**src/rtl/display_pkg.sv**
```systemverilog
// rtl/display_pkg.sv - shared constants, state type and helpers for the display scan controller
package display_pkg;

   localparam logic [2:0] SEL_THOU  = 3'd4;
   localparam logic [2:0] SEL_HUND  = 3'd3;
   localparam logic [2:0] SEL_COLON = 3'd2;
   localparam logic [2:0] SEL_TENS  = 3'd1;
   localparam logic [2:0] SEL_ONES  = 3'd0;

   localparam logic [15:0] MAX_VALUE = 16'd9999;

   localparam logic [15:0] LZ_THOU = 16'd1000;
   localparam logic [15:0] LZ_HUND = 16'd100;
   localparam logic [15:0] LZ_TENS = 16'd10;

   typedef enum logic {
      BLANK = 1'b0,
      SHOW  = 1'b1
   } scan_state_e;

   // Scan order 4,3,[2],1,0 then back to the thousands digit.
   function automatic logic [2:0] next_slot(input logic [2:0] sel, input logic colon_en);
      case (sel)
         SEL_THOU:  return SEL_HUND;
         SEL_HUND:  return colon_en ? SEL_COLON : SEL_TENS;
         SEL_COLON: return SEL_TENS;
         SEL_TENS:  return SEL_ONES;
         default:   return SEL_THOU;
      endcase
   endfunction

   // A digit position is a leading zero when the value has no significant digit there.
   // The ones digit and the colon are never suppressed.
   function automatic logic lz_blank(input logic [2:0] sel, input logic [15:0] value);
      case (sel)
         SEL_THOU: return value < LZ_THOU;
         SEL_HUND: return value < LZ_HUND;
         SEL_TENS: return value < LZ_TENS;
         default:  return 1'b0;
      endcase
   endfunction

   function automatic logic [15:0] clamp_value(input logic [15:0] value);
      return (value > MAX_VALUE) ? MAX_VALUE : value;
   endfunction

endpackage

```
**src/rtl/scan_tick_counter.sv**
```systemverilog
// rtl/scan_tick_counter.sv - phase tick counter counting 0..limit-1 with a wrap pulse
module scan_tick_counter #(
   parameter int WIDTH = 12
) (
   input  logic             clk,
   input  logic             rst_n,
   input  logic [WIDTH-1:0] limit,
   output logic             wrap
);

   logic [WIDTH-1:0] count_q;
   logic [WIDTH-1:0] count_d;

   // Wrap on the last count of the phase; the compare is >= so a shorter limit
   // loaded for the next phase can never leave the counter stranded above it.
   always_comb begin
      wrap    = (count_q >= (limit - WIDTH'(1)));
      count_d = wrap ? '0 : (count_q + WIDTH'(1));
   end

   // Counter register, restarted at zero by reset and by every wrap.
   always_ff @(posedge clk) begin
      if (!rst_n) begin
         count_q <= '0;
      end else begin
         count_q <= count_d;
      end
   end

endmodule

```
**src/rtl/display_scan_controller.sv**
```systemverilog
// rtl/display_scan_controller.sv - 4-digit seven-segment scan sequencer with frame-aligned value loading
module display_scan_controller #(
   parameter int TICKS_PER_DIGIT = 2000,
   parameter int BLANK_TICKS     = 64,
   parameter int LZ_BLANK        = 1,
   parameter int COLON_EN        = 0
) (
   input  logic        clk,
   input  logic        rst_n,
   input  logic [15:0] displayValue,
   input  logic        valueValid,
   output logic        loadAck,
   output logic [15:0] activeValue,
   output logic [2:0]  digitSelect,
   input  logic [3:0]  digitValue,
   output logic [3:0]  segDigit,
   output logic [4:0]  digitEnable_n,
   output logic        colonOn,
   output logic        overflow,
   output logic        frameDone
);

   import display_pkg::*;

   localparam int CW = $clog2(TICKS_PER_DIGIT + 1);
   localparam logic [CW-1:0] BLANK_LIMIT = CW'(BLANK_TICKS);
   localparam logic [CW-1:0] SHOW_LIMIT  = CW'(TICKS_PER_DIGIT - BLANK_TICKS);
   localparam logic COLON_SCAN = (COLON_EN != 0);
   localparam logic LZ_ON      = (LZ_BLANK != 0);

   scan_state_e state_q, state_d;
   logic [2:0]  slot_q, slot_d;
   logic [15:0] active_q, active_d;
   logic [15:0] pend_val_q, pend_val_d;
   logic        pend_q, pend_d;
   logic        ovf_q, ovf_d;
   logic [3:0]  seg_q, seg_d;

   logic [CW-1:0] tick_limit;
   logic          tick_wrap;
   logic          frame_end;
   logic          commit;
   logic [15:0]   commit_src;

   // One counter serves both phases; the limit switches with the phase so the
   // wrap pulse marks the last cycle of the blank or show interval.
   assign tick_limit = (state_q == BLANK) ? BLANK_LIMIT : SHOW_LIMIT;

   scan_tick_counter #(
      .WIDTH (CW)
   ) u_tick (
      .clk   (clk),
      .rst_n (rst_n),
      .limit (tick_limit),
      .wrap  (tick_wrap)
   );

   // Phase/slot sequencing: blank -> show within a slot, then move to the next slot.
   always_comb begin
      state_d = state_q;
      slot_d  = slot_q;
      if (tick_wrap) begin
         if (state_q == BLANK) begin
            state_d = SHOW;
         end else begin
            state_d = BLANK;
            slot_d  = next_slot(slot_q, COLON_SCAN);
         end
      end
   end

   // Frame boundary and commit decision; an incoming value on the commit cycle wins over pending.
   always_comb begin
      frame_end  = (state_q == SHOW) && (slot_q == SEL_ONES) && tick_wrap;
      commit     = frame_end && (pend_q || valueValid);
      commit_src = valueValid ? displayValue : pend_val_q;
   end

   // Pending capture and snapshot commit with clamping to the displayable range.
   always_comb begin
      active_d   = active_q;
      ovf_d      = ovf_q;
      pend_d     = pend_q;
      pend_val_d = pend_val_q;
      if (commit) begin
         active_d = clamp_value(commit_src);
         ovf_d    = (commit_src > MAX_VALUE);
         pend_d   = 1'b0;
      end else if (valueValid) begin
         pend_val_d = displayValue;
         pend_d     = 1'b1;
      end
   end

   // The parser digit is re-registered every cycle; the select settles at the
   // start of the blank phase, so the registered digit is stable before any enable.
   always_comb begin
      seg_d = digitValue;
   end

   // Enables are only driven in the show phase, and leading zeros stay dark.
   always_comb begin
      digitEnable_n = 5'b11111;
      if ((state_q == SHOW) && !(LZ_ON && lz_blank(slot_q, active_q))) begin
         digitEnable_n[slot_q] = 1'b0;
      end
   end

   // Sequencer and value registers.
   always_ff @(posedge clk) begin
      if (!rst_n) begin
         state_q    <= BLANK;
         slot_q     <= SEL_THOU;
         active_q   <= '0;
         pend_val_q <= '0;
         pend_q     <= 1'b0;
         ovf_q      <= 1'b0;
         seg_q      <= '0;
      end else begin
         state_q    <= state_d;
         slot_q     <= slot_d;
         active_q   <= active_d;
         pend_val_q <= pend_val_d;
         pend_q     <= pend_d;
         ovf_q      <= ovf_d;
         seg_q      <= seg_d;
      end
   end

   assign digitSelect = slot_q;
   assign activeValue = active_q;
   assign segDigit    = seg_q;
   assign overflow    = ovf_q;
   assign colonOn     = (state_q == SHOW) && (slot_q == SEL_COLON);
   assign frameDone   = frame_end;
   assign loadAck     = commit;

endmodule
```
**config.mk**
```make
export PLATFORM = sky130hd
export DESIGN_NAME = display_scan_controller
export DESIGN_NICKNAME = d
export VERILOG_FILES = /design/src/rtl/display_pkg.sv /design/src/rtl/scan_tick_counter.sv /design/src/rtl/display_scan_controller.sv
export SDC_FILE = /design/constraint.sdc
export NUM_CORES = 1
export LEC_CHECK = 0
export ABC_AREA = 1
export CAP_MARGIN = 15
export CORE_MARGIN = 5
export CORE_UTILIZATION = 32
export CTS_CLUSTER_DIAMETER = 150
export DETAILED_ROUTE_END_ITERATION = 10
export DONT_BUFFER_PORTS = 1
export PLACE_DENSITY = 0.57
export RECOVER_POWER = 25
export SYNTH_ARGS = -nofsm -noshare
export SYNTH_HDL_FRONTEND = slang
export SYNTH_SLANG_ARGS = --single-unit
```
**constraint.sdc**
```tcl
create_clock -name clk -period 1.95 [get_ports clk]
set_input_delay 0.39 -clock clk [delete_from_list [all_inputs] [get_ports clk]]
set_output_delay 0.39 -clock clk [all_outputs]
set_load 0.005 [all_outputs]
```
==> results of run 1 <==
[logic make-up (layout without fill, tap and decap cells)]
| family | after synthesis | count (layout) |
|---|---|---|
| multiplexers | 4 | 4 |
| XOR/XNOR | 4 | 4 |
| adder cells (fa/ha/maj) | 7 | 7 |
| AND/OR/NAND/NOR | 268 | 268 |
| flip-flops | 53 | 53 |
| buffers and inverters | 78 | 84 |
| AO/OA/AOI/OAI | 18 | 18 |
[worst max-delay path, delay by kind of cell, from the launching register on]
| kind | cells | cell delay [ns] |
|---|---|---|
| adder cells (fa/ha/maj) | 1 | 0.28 |
| flip-flops | 1 | 0.41 |
| AND/OR/NAND/NOR | 6 | 0.44 |
| buffers and inverters | 3 | 0.20 |
[cell type report]
type | count | area (um2)
Fill cell | 894 | 5060
Timing Repair Buffer | 13 | 138
Sequential cell | 53 | 1080
Multi-Input combinational cell | 301 | 1520
Inverter | 63 | 244
Clock buffer | 5 | 68.8
Tap cell | 105 | 131
Clock inverter | 3 | 22.5
[flip-flops by register name, summed over array words and instances, names as in the netlist]
name and flops:
activeValue 16, pend_val_q 16, u_tick.count_q 11, segDigit 4, digitSelect 3, overflow 1
pend_q 1, state_q 1
[power by group]
part	leakage [nW]	internal (W)	switching [W]	total, W
combinational	1.11	0.0000507	0.0000864	0.000137
sequential	0.436	0.00111	0.0000145	0.00112
clock	0.0481	0.000256	0.000381	0.000637
total	1.60	0.00141	0.000482	0.00190
[metal layers]
layer  up-vias  track usage
li1       1308            -
met1      1062        0.146
met2        41        0.214
met3         7       0.0507
met4         0       0.0363
met5         -            0
[synth_stat cells (all sizes together) (4+ instances only)]
| cell | number | area (um2) |
|---|---|---|
| mux2i | 4 | 40.0 |
| nand3 | 22 | 120 |
| nor3 | 9 | 45.0 |
| ha | 7 | 87.6 |
| clkbuf | 6 | 22.5 |
| o21ai | 11 | 55.1 |
| buf | 9 | 73.8 |
| dfxtp | 53 | 1060 |
| inv | 63 | 236 |
| nand2 | 131 | 499 |
| nor2 | 100 | 378 |
[path summary, 6_finish.rpt]
check,from,endpoint,cells past startpoint
setup / recovery,state_q$_SDFFE_PN0P_,loadAck,10
hold / removal,digitValue[3],segDigit[3]$_SDFF_PN0_,2
setup reg to reg,state_q$_SDFFE_PN0P_,activeValue[6]$_SDFFE_PN0P_,13
hold reg to reg,u_tick.count_q[0]$_SDFF_PP0_,u_tick.count_q[0]$_SDFF_PP0_,1
[stage by stage]
step                      worst slack [ns]  hold WS (ns)
after CTS                           -0.127         0.156
after detailed placement           0.00752         0.437
after floorplan                     0.0114         0.417
after global placement               0.105         0.431
after global routing                -0.172         0.156
final                              -0.0827         0.171
[what timing repair did]
item	4_1_cts	5_1_grt
setup endpoints to repair	6	42
pin swaps	5	8
buffers inserted	5	1
hold buffers	0	0
resized for setup	20	38
==> impl_metrics.yaml, run 1 <==
job:
  maxCapViolations: 0
setup_path:
  max_stage_delay_ns: 0.41
  rrSetupSlack_ns: 0.07
  crit_fanout: 5
  startpoint_type: "flop"
  cp_slowest_cell: "dfxtp_4"
  endpoint_kind: "primary output"
  required_ns: 1.56
  cp_data_arrival_time_ns: 1.64
  crit_chain: "inv_6 > ha_4 > nand2_4 > inv_2 > nand3_2 > nor2_4 > nor2_4 > nand2_4 > nand3_4 > inv_4"
  critical_path_class: "flop to primary output"
die:
  start_util: 0.332
  dieWidth_um: 102
  io_pins: 55
  fp.dieH_um: 102
  std_cell_rows: 33
  design.core.area_mm2: 0.00826
  dieArea_mm2: 0.0105
sta:
  relSlewSlack: 0.686
  setup_viol: 2
  setup_tns_ns: -0.153
  finalHoldViolCount: 0
  slew_violations: 0
  min_period_ns: 2.03
  rsz0062_at_grt: "yes"
  fin_crit_sh: 1.04
  worstMarginPinSlew_ns: 0.470
  finalClockSkew_ns: 0.0163
  setup_ws_ns: -0.0827
  fmax_mhz: 492
finish:
  area.growth.synth_to_final_pct: 16.9
  final_common_cell: "nand2_1"
  layout_common_cells: "123 x nand2_1, 94 x nor2_1, 56 x inv_1"
  n_antenna_cell: 0
  final_cells: 543
  finalInstanceArea_mm2: 0.00320
  fin_nets: 467
  drive_gt1_frac: 0.144
  fin_util: 0.387
power:
  peakVddDrop_mv: 0.249
  p_leak_nw: 1.60
  cellPowerDensity_mw_per_mm2: 593
  power_w: 0.00190
synth:
  synth_nets: 462
  yosysSeqAreaShare: 0.388
  ys_ff_latch: 53
  synth_area_mm2: 0.00274
  synth-compound-area-share: 0.0352
  synth_fa_ha_area_frac: 0.0320
  synthSimpleGateAreaFrac: 0.396
  syn_avg_cell_area_um2: 6.34
  synth_cell_types: 26
  synth-edff-count: 0
  ys_warn_count: 0
  synth-xor-area-share: 0.0128
  ys.flop_type: "dfxtp_1"
  netlist_instances: 432
  async_reset_ff_frac: 0
  synth.mux.area_fraction: 0.0146
  synth_top_family_by_area: "simple AND/OR/NAND/NOR gates"
grt:
  antenna_found_initial: 0
  grt_pass1_wl_mm: 10.4
  grt_max_degree: 44
  grt_usage: 0.126
  gr-total-overflow: 0
  first_global_vias: 2298
place:
  placed_cell_area_mm2: 0.00283
  hpwl_mm: 4.72
  place_congestion: 0.848
  portBuffers: 0
  placed_cells: 529
route:
  antenna_left: 0
  routed.top_layer: "met4"
  wirelength_mm: 6.45
  met3_length_um: 553
  dr.first_iter.drc_count: 107
  dr.pass1.iters: 4
  drc: 0
  wl_per_cell_um: 11.9
  wl_met1_mm: 2.85
  vias_per_cell: 4.45
  wl_met2_mm: 2.97
  vias: 2418
clock_tree:
  clk_pin_slew_ns: 0.10
  cts-root-buf: "clkbuf_8"
  clkLatencyLatePin_ns: 0.32
  clock_sinks: 53
  cts_buffer_depth: 2
  cts_tree: "yes"
  ctsHtreeMaxLevel: 2
  cts-buffers-inserted: 5
run_status:
  failed_checks: "negative setup slack"
  status: "complete, but fails checks"
min_path:
  hp-class: "primary input to flop"
No activity file was read; power rests on OpenSTA's default activity.
==> inputs of run 2 (changes only) <==
--- a/config.mk
+++ b/config.mk
@@ -9,6 +9,7 @@
 export CAP_MARGIN = 15
 export CORE_MARGIN = 5
 export CORE_UTILIZATION = 32
+export CTS_BUF_LIST = sky130_fd_sc_hd__clkbuf_4
 export CTS_CLUSTER_DIAMETER = 150
 export DETAILED_ROUTE_END_ITERATION = 10
 export DONT_BUFFER_PORTS = 1
==> run 2 against run 1 <==
The run still ends with negative setup slack left. Routed wire length grew 2.3%. Total power shrank 6.9%. Highest routed layer unchanged. Sequential share of layout area shrank 0.095 points. Die area is the same.
==> impl_metrics.yaml, run 2 (synthesis results as in run 1) <==
run_status:
  status: "complete, but fails checks"
  failed_checks: "negative setup slack"
clock_tree:
  cts_buffer_depth: 2
  ctsHtreeMaxLevel: 2
  clkLatencyLatePin_ns: 0.38
  cts_tree: "yes"
  clk_pin_slew_ns: 0.16
  cts-root-buf: "clkbuf_4"
  cts-buffers-inserted: 5
  clock_sinks: 53
route:
  wirelength_mm: 6.60
  dr.pass1.iters: 4
  antenna_left: 0
  wl_per_cell_um: 12.0
  vias_per_cell: 4.51
  drc: 0
  vias: 2469
  dr.first_iter.drc_count: 104
setup_path:
  cp_data_arrival_time_ns: 1.73
  required_ns: 1.56
  r2r_cells: 12
  critical_path.startpoint: "state_q$_SDFFE_PN0P_"
  startpoint_type: "flop"
  rrSetupSlack_ns: 0.04
  critical_path_class: "flop to primary output"
  endpoint_kind: "primary output"
  crit_fanout: 5
  crit_end: "loadAck"
  r2r_start: "state_q$_SDFFE_PN0P_"
  r2r_end: "pend_val_q[0]$_SDFFE_PN0N_"
job:
  maxCapViolations: 0
grt:
  gr-total-overflow: 0
  first_global_vias: 2313
  grt_pass1_wl_mm: 10.5
  grt_max_degree: 44
  antenna_found_initial: 0
  grt_usage: 0.128
die:
  start_util: 0.332
  io_pins: 55
  std_cell_rows: 33
  fp.dieH_um: 102
  dieWidth_um: 102
  design.core.area_mm2: 0.00826
  dieArea_mm2: 0.0105
finish:
  area.growth.synth_to_final_pct: 18.4
  layout_common_cells: "122 x nand2_1, 93 x nor2_1, 55 x inv_1"
  drive_gt1_frac: 0.167
  final_cells: 548
  fin_nets: 472
  n_antenna_cell: 0
  fill_cells: 894
  final_common_cell: "nand2_1"
sta:
  rsz0062_at_grt: "yes"
  setup_ws_ns: -0.167
  finalHoldViolCount: 0
  fin_crit_sh: 1.09
  setup_tns_ns: -0.332
  setup_viol: 2
  min_period_ns: 2.12
  slew_violations: 0
  finalClockSkew_ns: 0.0240
  worstMarginPinSlew_ns: 0.447
  relSlewSlack: 0.702
  fmax_mhz: 472
place:
  placed_cells: 529
  hpwl_mm: 4.72
  place_congestion: 0.848
  portBuffers: 0
min_path:
  hp-class: "primary input to flop"
power:
  power_w: 0.00176
  cellPowerDensity_mw_per_mm2: 544
  peakVddDrop_mv: 0.219
  p_leak_nw: 1.63
run 2: cell count changes in the layout (fill, tap and decap cells not counted), sizes merged:
cell,change
buf,+5
run 2: cell type report:
| class | instances | area [um2] | share of cell area |
|---|---|---|---|
| flip-flops and latches | 53 | 1090 | 0.336 |
| well taps | 105 | 131 | 0.0405 |
| clock inverters | 3 | 22.5 | 0.00695 |
| clock buffers | 5 | 37.5 | 0.0116 |
| repair buffers | 18 | 175 | 0.0540 |
| multi-input cells | 301 | 1540 | 0.474 |
| inverters | 63 | 249 | 0.0768 |
run 2: metal layers:
layer | GRT usage | wire [um] | up-vias
li1 | - | - | 1322
met1 | 0.146 | 2860 | 1087
met2 | 0.219 | 3060 | 47
met3 | 0.0507 | 564 | 13
met4 | 0.0394 | 110 | 0
met5 | 0 | 0 | -
run 2: through the flow:
stage,hold slack [ns],utilization,instance area (um2),worst slack [ns]
5_1_grt,0.0700,0.393,3240,-0.259
2_1_floorplan,0.417,-,2740,0.0114
6_report,0.0988,0.393,3240,-0.167
3_3_place_gp,0.431,0.343,2830,0.105
4_1_cts,0.0754,0.372,3080,-0.218
3_5_place_dp,0.437,0.343,2830,0.00752
run 2: worst min path at each step:
stage | startpoint | to | slack [ns] | depth (start not counted)
after floorplan | u_tick.count_q[0]$_SDFF_PP0_ | u_tick.count_q[0]$_SDFF_PP0_ | 0.42 | 1
after global placement | u_tick.count_q[0]$_SDFF_PP0_ | u_tick.count_q[0]$_SDFF_PP0_ | 0.43 | 1
after detailed placement | u_tick.count_q[0]$_SDFF_PP0_ | u_tick.count_q[0]$_SDFF_PP0_ | 0.44 | 1
after CTS | rst_n | digitSelect[2]$_SDFFE_PN1P_ | 0.08 | 1
after global routing | rst_n | digitSelect[2]$_SDFFE_PN1P_ | 0.07 | 1
final | digitValue[3] | segDigit[3]$_SDFF_PN0_ | 0.1 | 2
run 2: where the power goes:
| group | switching (W) | internal, W | total, W |
|---|---|---|---|
| combinational | 0.0000862 | 0.0000507 | 0.000137 |
| sequential | 0.0000147 | 0.00110 | 0.00112 |
| clock | 0.000365 | 0.000144 | 0.000509 |
| total | 0.000466 | 0.00130 | 0.00176 |
run 2: critical path: stages (launching register included):
cell,delay (ns)
dfxtp_4,0.41
inv_6,0.10
ha_4,0.21
a21oi_1,0.20
nand2_2,0.09
nor2_4,0.14
nand2_4,0.08
nand3_4,0.08
inv_4,0.04
run 2: timing repair:
item	CTS	global route
buffers inserted	6	5
pin swaps	6	15
endpoints found under the setup margin	6	46
resized for setup	38	32
hold buffers	0	0
==> inputs of run 3 (changes only) <==
--- a/config.mk
+++ b/config.mk
@@ -7,6 +7,7 @@
 export LEC_CHECK = 0
 export ABC_AREA = 1
 export CAP_MARGIN = 15
+export CORE_ASPECT_RATIO = 0.5
 export CORE_MARGIN = 5
 export CORE_UTILIZATION = 32
 export CTS_BUF_LIST = sky130_fd_sc_hd__clkbuf_4
==> run 3 against run 2 <==
The run still ends with negative setup slack left. Cell area grew 5.1%. Clock power shrank 0.8%. Flip-flop and latch count is the same. Largest power group unchanged. Via count shrank 0.93%. Fmax shrank 3.8%. Largest cell class unchanged.
==> impl_metrics.yaml, run 3 (synthesis results as in run 1) <==
grt:
  grt_usage: 0.129
  gr-total-overflow: 0
  grt_pass1_wl_mm: 11.0
  grt_max_degree: 44
  first_global_vias: 2345
  antenna_found_initial: 0
power:
  p_leak_nw: 1.67
  power_w: 0.00178
  peakVddDrop_mv: 0.199
  cellPowerDensity_mw_per_mm2: 522
sta:
  relSlewSlack: 0.738
  worstMarginPinSlew_ns: 0.390
  finalHoldViolCount: 0
  fin_crit_sh: 1.13
  slew_violations: 0
  finalClockSkew_ns: 0.0244
  setup_tns_ns: -2.59
  min_period_ns: 2.20
  setup_ws_ns: -0.250
  setup_viol: 32
  fmax_mhz: 455
  rsz0062_at_grt: "yes"
die:
  std_cell_rows: 23
  start_util: 0.335
  dieArea_mm2: 0.0106
  io_pins: 55
  dieWidth_um: 141
  fp.dieH_um: 75.4
  design.core.area_mm2: 0.00817
route:
  dr.first_iter.drc_count: 66
  vias: 2446
  wirelength_mm: 6.69
  vias_per_cell: 4.34
  dr.pass1.iters: 4
  drc: 0
  wl_per_cell_um: 11.9
  antenna_left: 0
finish:
  final_common_cell: "nand2_1"
  n_antenna_cell: 0
  fill_cells: 883
  drive_gt1_frac: 0.226
  area.growth.synth_to_final_pct: 24.4
  finalInstanceArea_mm2: 0.00341
  fin_util: 0.417
  layout_common_cells: "113 x nand2_1, 80 x nor2_1, 56 x inv_1"
  fin_nets: 481
place:
  place_congestion: 0.810
  hpwl_mm: 4.68
  portBuffers: 0
  placed_cell_area_mm2: 0.00292
clock_tree:
  ctsHtreeMaxLevel: 2
  clkLatencyLatePin_ns: 0.39
  cts-root-buf: "clkbuf_4"
  clock_sinks: 53
  clk_pin_slew_ns: 0.15
  cts-buffers-inserted: 5
  cts_tree: "yes"
  cts_buffer_depth: 2
  hold_buffers: 0
setup_path:
  startpoint_type: "flop"
  crit_fanout: 5
  critical_path_class: "flop to primary output"
  required_ns: 1.56
  cp_data_arrival_time_ns: 1.81
  endpoint_kind: "primary output"
job:
  maxCapViolations: 0
run_status:
  status: "complete, but fails checks"
  failed_checks: "negative setup slack"
min_path:
  hp-class: "primary input to flop"
-- run 3: layout make-up --
type | count | area [um2] | area share
Multi-Input combinational cell | 301 | 1580 | 0.463
Sequential cell | 53 | 1080 | 0.317
Timing Repair Buffer | 27 | 302 | 0.0885
Inverter | 63 | 254 | 0.0746
Tap cell | 112 | 140 | 0.0411
Clock buffer | 5 | 37.5 | 0.0110
Clock inverter | 3 | 16.3 | 0.00478
-- run 3: timing repair --
action	4_1_cts	5_1_grt
buffers inserted	7	4
resized for setup	25	61
gates cloned	1	2
setup endpoints to repair	5	41
pin swaps	6	16
-- run 3: metrics by stage --
stage,worst slack (ns),cells,hold WS (ns)
final,-0.250,564,0.0942
after global routing,-0.406,564,0.0715
after CTS,-0.312,559,0.0617
after detailed placement,0.0446,543,0.452
after global placement,0.0582,543,0.433
after floorplan,0.0114,432,0.417
-- run 3: power by group --
group	total (W)	leakage, nW	switching, W	internal, W
Combinational	0.000149	1.19	0.0000947	0.0000539
Clock	0.000505	0.0353	0.000367	0.000139
Sequential	0.00112	0.436	0.0000160	0.00111
Total	0.00178	1.67	0.000477	0.00130
-- run 3: worst paths after layout --
path                                                    from                            to  slack, ns  cells past startpoint
worst max-delay path                    state_q$_SDFFE_PN0P_                       loadAck      -0.25                      9
worst min-delay path                                   rst_n   digitSelect[2]$_SDFFE_PN1P_       0.09                      1
worst max register to register          state_q$_SDFFE_PN0P_    pend_val_q[5]$_SDFFE_PN0N_      -0.11                     15
worst min register to register  u_tick.count_q[0]$_SDFF_PP0_  u_tick.count_q[0]$_SDFF_PP0_       0.46                      1
-- run 3: worst max-delay path, cell delays in order, from the launching register on --
cell and delay, ns:
dfxtp_4 0.43, inv_8 0.06, ha_4 0.25, a21oi_1 0.16
nand2_1 0.08, nor2_2 0.13, nand2_2 0.09, nand3_4 0.08
buf_12 0.10, clkinv_4 0.03
-- run 3: metal layers --
metal,global-route usage,routed length [um],share of wire
met3,0.0382,265,0.040
met1,0.161,3310,0.49
met2,0.220,3040,0.45
met4,0.0419,77,0.012
met5,0,0,0
